<file path="src/rtl/vec_decode_cfg.sv">
// Vector decode/config front end: runs vsetvl* against the vl/vtype CSRs and
// issues arithmetic micro-ops via a one-entry register. Optional: VEC_DEC_FRAC_LMUL_EN.
module vec_decode_cfg #(
    parameter int XLEN = 32,
    parameter int VLEN = 512,
    parameter int ELEN = 32
) (
    input  logic            clk,
    input  logic            n_rst,
    input  logic            inst_valid_i,
    output logic            inst_ready_o,
    input  logic [XLEN-1:0] vec_inst_i,
    input  logic [XLEN-1:0] rs1_i,
    input  logic [XLEN-1:0] rs2_i,
    output logic            is_vec_o,
    output logic            wb_valid_o,
    output logic [4:0]      wb_rd_o,
    output logic [XLEN-1:0] wb_data_o,
    output logic            illegal_o,
    output logic            dec_valid_o,
    input  logic            dec_ready_i,
    output logic [4:0]      dec_vd_o,
    output logic [4:0]      dec_vs1_o,
    output logic [4:0]      dec_vs2_o,
    output logic [5:0]      dec_func6_o,
    output logic [2:0]      dec_func3_o,
    output logic            dec_vm_o,
    output logic [XLEN-1:0] dec_scalar_o,
    output logic [XLEN-1:0] dec_vl_o,
    output logic [2:0]      dec_sew_o,
    output logic [XLEN-1:0] vl_o,
    output logic [XLEN-1:0] vtype_o
);
    localparam logic [6:0]      OPC_V       = 7'h57;
    localparam logic [2:0]      SEW_LOG_MAX = 3'($clog2(ELEN / 8));
    localparam logic [XLEN-1:0] VILL_VTYPE  = {1'b1, {(XLEN-1){1'b0}}};
    localparam logic [XLEN-1:0] VLEN_BYTES  = XLEN'(VLEN / 8);

    logic [XLEN-1:0] r_vl, r_vtype, r_wb_data, r_dec_scalar, r_dec_vl;
    logic [4:0]      r_wb_rd, r_dec_vd, r_dec_vs1, r_dec_vs2;
    logic [5:0]      r_dec_func6;
    logic [2:0]      r_dec_func3, r_dec_sew;
    logic            r_wb_valid, r_illegal, r_dec_valid, r_dec_vm;

    logic [2:0]      w_f3, w_vlmul, w_vsew;
    logic [4:0]      w_rs1_idx, w_rd;
    logic            w_is_vec, w_arith, w_cfg, w_vsetvli, w_vsetivli, w_vsetvl, w_cfg_ok;
    logic            w_accept, w_issue, w_do_cfg, w_illegal, w_vill;
    logic [XLEN-1:0] w_new_vtype, w_vlmax, w_avl, w_new_vl, w_scalar;

    assign w_f3      = vec_inst_i[14:12];
    assign w_rs1_idx = vec_inst_i[19:15];
    assign w_rd      = vec_inst_i[11:7];
    assign w_is_vec  = (vec_inst_i[6:0] == OPC_V);
    assign w_arith   = w_is_vec && (w_f3 == 3'b000 || w_f3 == 3'b010 || w_f3 == 3'b011 ||
                                    w_f3 == 3'b100 || w_f3 == 3'b110);
    assign w_cfg      = w_is_vec && (w_f3 == 3'b111);
    assign w_vsetvli  = w_cfg && !vec_inst_i[31];
    assign w_vsetivli = w_cfg && (vec_inst_i[31:30] == 2'b11);
    assign w_vsetvl   = w_cfg && (vec_inst_i[31:25] == 7'b1000000);
    assign w_cfg_ok   = w_vsetvli || w_vsetivli || w_vsetvl;

    assign inst_ready_o = !r_dec_valid || dec_ready_i;
    assign w_accept     = inst_valid_i && inst_ready_o;
    assign w_issue      = w_accept && w_arith && !r_vtype[XLEN-1];
    assign w_do_cfg     = w_accept && w_cfg_ok;
    assign w_illegal    = w_accept && (!w_is_vec || (w_cfg ? !w_cfg_ok : !w_arith) ||
                                       (w_arith && r_vtype[XLEN-1]));

    always_comb begin
        w_new_vtype = XLEN'(vec_inst_i[30:20]);
        if (w_vsetvl)
            w_new_vtype = rs2_i;
        else if (w_vsetivli)
            w_new_vtype = XLEN'(vec_inst_i[29:20]);
    end

    assign w_vlmul = w_new_vtype[2:0];
    assign w_vsew  = w_new_vtype[5:3];

`ifdef VEC_DEC_FRAC_LMUL_EN
    logic [2:0] w_frac_sh;
    assign w_frac_sh = 3'(4'd8 - {1'b0, w_vlmul});
`endif

    // VLMAX is built from shifts of VLEN/8; any vtype it cannot represent flags vill.
    always_comb begin
        w_vill  = 1'b0;
        w_vlmax = '0;
        if (|w_new_vtype[XLEN-1:8] || w_vlmul == 3'b100) begin
            w_vill = 1'b1;
        end else if (!w_vlmul[2]) begin
            if (w_vsew > SEW_LOG_MAX)
                w_vill = 1'b1;
            else
                w_vlmax = (VLEN_BYTES >> w_vsew) << w_vlmul;
        end else begin
`ifdef VEC_DEC_FRAC_LMUL_EN
            if (({1'b0, w_vsew} + {1'b0, w_frac_sh}) > {1'b0, SEW_LOG_MAX})
                w_vill = 1'b1;
            else
                w_vlmax = (VLEN_BYTES >> w_vsew) >> w_frac_sh;
`else
            w_vill = 1'b1;
`endif
        end
    end

    always_comb begin
        if (w_vsetivli)
            w_avl = XLEN'(w_rs1_idx);
        else if (w_rs1_idx != 5'd0)
            w_avl = rs1_i;
        else if (w_rd != 5'd0)
            w_avl = '1;
        else
            w_avl = r_vl;
    end

    assign w_new_vl = w_vill ? '0 : ((w_avl < w_vlmax) ? w_avl : w_vlmax);

    always_comb begin
        case (w_f3)
            3'b100, 3'b110: w_scalar = rs1_i;
            3'b011:         w_scalar = {{(XLEN-5){vec_inst_i[19]}}, vec_inst_i[19:15]};
            default:        w_scalar = '0;
        endcase
    end

    always_ff @(posedge clk or negedge n_rst) begin
        if (!n_rst) begin
            r_vl         <= '0;
            r_vtype      <= VILL_VTYPE;
            r_wb_valid   <= 1'b0;
            r_wb_rd      <= '0;
            r_wb_data    <= '0;
            r_illegal    <= 1'b0;
            r_dec_valid  <= 1'b0;
            r_dec_vd     <= '0;
            r_dec_vs1    <= '0;
            r_dec_vs2    <= '0;
            r_dec_func6  <= '0;
            r_dec_func3  <= '0;
            r_dec_vm     <= 1'b0;
            r_dec_scalar <= '0;
            r_dec_vl     <= '0;
            r_dec_sew    <= '0;
        end else begin
            r_wb_valid <= w_do_cfg;
            r_illegal  <= w_illegal;
            if (w_do_cfg) begin
                r_vl      <= w_new_vl;
                r_vtype   <= w_vill ? VILL_VTYPE : w_new_vtype;
                r_wb_rd   <= w_rd;
                r_wb_data <= w_new_vl;
            end
            // The vl/vsew snapshot is taken here so a later vset cannot touch a held op.
            if (w_issue) begin
                r_dec_valid  <= 1'b1;
                r_dec_vd     <= w_rd;
                r_dec_vs1    <= w_rs1_idx;
                r_dec_vs2    <= vec_inst_i[24:20];
                r_dec_func6  <= vec_inst_i[31:26];
                r_dec_func3  <= w_f3;
                r_dec_vm     <= vec_inst_i[25];
                r_dec_scalar <= w_scalar;
                r_dec_vl     <= r_vl;
                r_dec_sew    <= r_vtype[5:3];
            end else if (r_dec_valid && dec_ready_i) begin
                r_dec_valid <= 1'b0;
            end
        end
    end

    assign is_vec_o     = w_is_vec;
    assign wb_valid_o   = r_wb_valid;
    assign wb_rd_o      = r_wb_rd;
    assign wb_data_o    = r_wb_data;
    assign illegal_o    = r_illegal;
    assign dec_valid_o  = r_dec_valid;
    assign dec_vd_o     = r_dec_vd;
    assign dec_vs1_o    = r_dec_vs1;
    assign dec_vs2_o    = r_dec_vs2;
    assign dec_func6_o  = r_dec_func6;
    assign dec_func3_o  = r_dec_func3;
    assign dec_vm_o     = r_dec_vm;
    assign dec_scalar_o = r_dec_scalar;
    assign dec_vl_o     = r_dec_vl;
    assign dec_sew_o    = r_dec_sew;
    assign vl_o         = r_vl;
    assign vtype_o      = r_vtype;
endmodule

</file>
<file path="config.mk">
export PLATFORM = sky130hd
export DESIGN_NAME = vec_decode_cfg
export DESIGN_NICKNAME = d
export VERILOG_FILES = /design/src/rtl/vec_decode_cfg.sv
export SDC_FILE = /design/constraint.sdc
export NUM_CORES = 1
export LEC_CHECK = 0
export CORE_ASPECT_RATIO = 0.7
export CORE_MARGIN = 2
export CORE_UTILIZATION = 47
export CTS_CLUSTER_DIAMETER = 30
export DETAILED_ROUTE_END_ITERATION = 8
export GPL_TIMING_DRIVEN = 0
export PLACE_DENSITY = 0.95
export SETUP_SLACK_MARGIN = 0.4
export SYNTH_ARGS = -nofsm -noshare
export SYNTH_HDL_FRONTEND = slang
export SYNTH_SLANG_ARGS = --single-unit
</file>
<file path="constraint.sdc">
create_clock -name clk -period 7.7 [get_ports clk]
set_clock_uncertainty 0.05 [all_clocks]
set_input_delay 1.925 -clock clk [delete_from_list [all_inputs] [get_ports clk]]
set_output_delay 1.925 -clock clk [all_outputs]
set_load 0.1 [all_outputs]
</file>
==> impl_results.md <==
- Worst Max-Slew Pin Slew: 1070 ps
- Setup CP Type: in2reg
- Crit path launch type: input pin
- Worst-path cell chain: clkdlybuf4s50_1 -> nand4b_1 -> nor4_2 -> and2_1 -> clkbuf_1 -> a211o_1 -> clkbuf_1 -> nand2b_1 -> ha_1 -> nor3_1 -> a221o_1 -> a21o_1 -> a221o_1 -> o2111a_1 -> buf_2 -> nor4b_1 -> a221o_1
- Worst setup EP type: register
- Total GRT Usage: 28.6%
- Largest family of logic cells by synthesized area: simple AND/OR/NAND/NOR gates
- Die Height: 110 µm
- Post-synthesis sequential area ratio: 54.8%
- Worst Setup SP: vec_inst_i[5]
- Count leader, synth: dfrtp_1
- Drt first pass iters: 5
- F_max: 161 MHz
- Initial antenna violation count: 0
- Biggest area consumer among synthesized cells: dfrtp_1
- Slew headroom: 28.6%
- Num CTS Buffers: 17
- CTS tree: built
- Placer congestion estimate: 0.874
- CTS root buf: clkbuf_16
- Dpl cells: 1192
- Reg2reg start: wb_data_o[4]
- CP Data Arrival Time: 6500 ps
- Final period utilization: 80.5%
- Area grow syn2layout: 51.1%
- Yosys warns: 0
- ANT cells: 0
- Post-synthesis adder-cell area fraction: 2.17%
- Fin nets: 1124
- Distinct cells, synth: 54
- WHS: 432 ps
- Initial Util: 48.1%
- Post-synth top cells: dfrtp_1, nand2_1, mux2_2
- Min Tclk post-route: 6200 ps
- Simple-gate area share of the yosys netlist: 14.8%
- Core Rows: 38
- Mean Syn Cell Area: 10.8 µm²
- Status: finished, final reports clean
- Fin worst setup slack: 1500 ps
- Post-CTS Setup Inserts: 0
- I/O Pins: 298
- Post-DP HPWL: 18700 µm
- Post-placement setup slack: 1170 ps
- Layout cells sized above 1: 12.9%
- Die area: 17000 µm²
- Xor and xnor area share after synthesis: 0%
- Hold-fix buffers, CTS: 0
- Post_cts resized: 0
- Post-Syn Area: 7480 µm²
- Setup Viol. Count Final: 0
- Max-cap viol count: 0
- Synth top area share: 54.5%
- DR vias: 6653
- RR Endpoint: wb_data_o[8]
- WP data required: 8000 ps
- Mapped Cells: 691
- Port buffer count: 294
- Drt wl/cell: 19.9 µm
- Beginning of the worst hold path: dec_scalar_o[10]
- Crit path max fanout: 10
- VDD IR-drop max: 0.000131 V
- Maximum number of pins on one net before global-route repair: 106
- R2R Setup Slk: 4600 ps
- Core Box Area: 15500 µm²
- GRT overflow: 0
- Synth top area cells: dfrtp_1, mux2_2, and2_1, nand2_1, o21ai_0
- DRC: 0
- Ys async rst share: 100%
- CTS sink cnt: 164
- Final hold vios: 0
- Power per cell area: 175 nW/µm²
- CP max stage delay: 680 ps
- Most numerous cell on the critical path: a221o_1
- Fillers: 1105
- First-pass GRT wire length: 36900 µm
- Post-synthesis mux area share: 10.5%
- P_leak: 5.06 nW
- Max-slew violations: 0
- Worst Hold Class: reg2reg
- Max Root-Sink Buffers: 2
- Clock-pin slew on the worst setup and hold paths: 70 ps
- RSZ-0062 raised after global routing: no
- Max stage delay cell, worst path: nor4_2
- Vias per inst: 5.44
- H-tree levels: 4
- Synth Flop Type: dfrtp_1
- DIE WIDTH: 155 µm
- Number of cells on the worst reg-to-reg path: 12
- Iter 0 DRT Violations: 450
- Worst Hold Endpoint: dec_scalar_o[10]
- Number of synthesized flops with an enable pin: 0
- Routed Antenna Nets: 0
- Hold Crit Depth: 2
- Vias in the first global route: 6643
- Non-filler cells, final: 1223
- Flops & latches, synth: 164
- Final wirelength: 24300 µm
- Post-synthesis compound-gate area fraction: 11.9%
- Worst skew pair latency: 410 ps
[cells by family (layout without fill, tap and decap cells)]
| kind of cell | Yosys count | count (layout) |
|---|---|---|
| compound gates | 148 | 148 |
| fa+ha+maj | 13 | 13 |
| buf+inv | 80 | 406 |
| flops | 164 | 164 |
| mux | 71 | 71 |
| other cells | 1 | 7 |
| simple gates | 214 | 214 |
[power by group]
group / total, mW / internal [mW] / switching [mW]
Clock: 0.826 / 0.456 / 0.370
Combinational: 0.274 / 0.0951 / 0.178
Sequential: 0.881 / 0.874 / 0.00706
[worst max-delay path by stage]
stage                               to  cells past startpoint  slack (ps)
after global routing      wb_data_o[8]                     18        1340
after CTS                 wb_data_o[8]                     17        1600
after global placement     dec_vd_o[4]                      1       -1900
final                     wb_data_o[8]                     17        1500
after floorplan               is_vec_o                      2        1410
after detailed placement  wb_data_o[8]                     17        1170
[placed cells by master, fill, tap and decap left out, types with 9 or more instances in the layout]
master,synthesis,final
a21oi_1,42,42
and2_1,48,48
buf_4,32,32
clkbuf_1,36,37
clkbuf_16,0,17
clkdlybuf4s50_1,0,293
dfrtp_1,163,163
ha_1,13,13
mux2_2,58,58
mux2i_1,13,13
nand2_1,80,80
nand2b_1,9,9
nor2_1,25,25
nor4_1,14,14
o21ai_0,48,48
o22ai_1,14,14
[final cells by class]
type / instances / area, µm² / area share (%)
Clock inverter: 13 / 145 / 1.28
Inverter: 7 / 26.3 / 0.232
Sequential cell: 164 / 4110 / 36.3
Clock buffer: 18 / 429 / 3.80
Multi-Input combinational cell: 453 / 2970 / 26.3
Timing Repair Buffer: 295 / 2980 / 26.3
Buffer: 73 / 405 / 3.59
Tap cell: 200 / 250 / 2.21
[worst max-delay path, delay by kind of cell]
kind / cells / cell delay (ps)
buffers and inverters: 4 / 1270
AND/OR/NAND/NOR: 6 / 1730
adder cells (fa/ha/maj): 1 / 180
AO/OA/AOI/OAI: 6 / 1400
[flip-flops by register name (all words and copies together), names as in the netlist]
register      count
dec_scalar_o     32
dec_vl_o         32
vtype_o          32
wb_data_o        32
dec_func6_o       6
dec_vd_o          5
dec_vs1_o         5
dec_vs2_o         5
wb_rd_o           5
dec_func3_o       3
dec_sew_o         3
dec_valid_o       1
dec_vm_o          1
illegal_o         1
wb_valid_o        1
[through the flow]
stage,utilization [%],total power [mW],cell area (µm²),setup TNS [ps]
CTS,72.7,2.00,11300,0
global placement,68.8,1.16,10700,-307080
floorplan,-,1.04,7510,0
finish,72.7,1.98,11300,0
global route,72.7,2.05,11300,0
detailed placement,69.0,1.17,10700,0
[metal layers]
| metal | share of wire [%] | track usage (%) | vias up | wire length, µm |
|---|---|---|---|---|
| li1 | - | - | 3033 | - |
| met1 | 42 | 37.4 | 3286 | 10200 |
| met2 | 47 | 45.6 | 299 | 11500 |
| met3 | 9.0 | 9.62 | 35 | 2180 |
| met4 | 2.2 | 9.59 | 0 | 529 |
| met5 | 0 | 0 | - | 0 |
(Power assumes the default switching activity.)
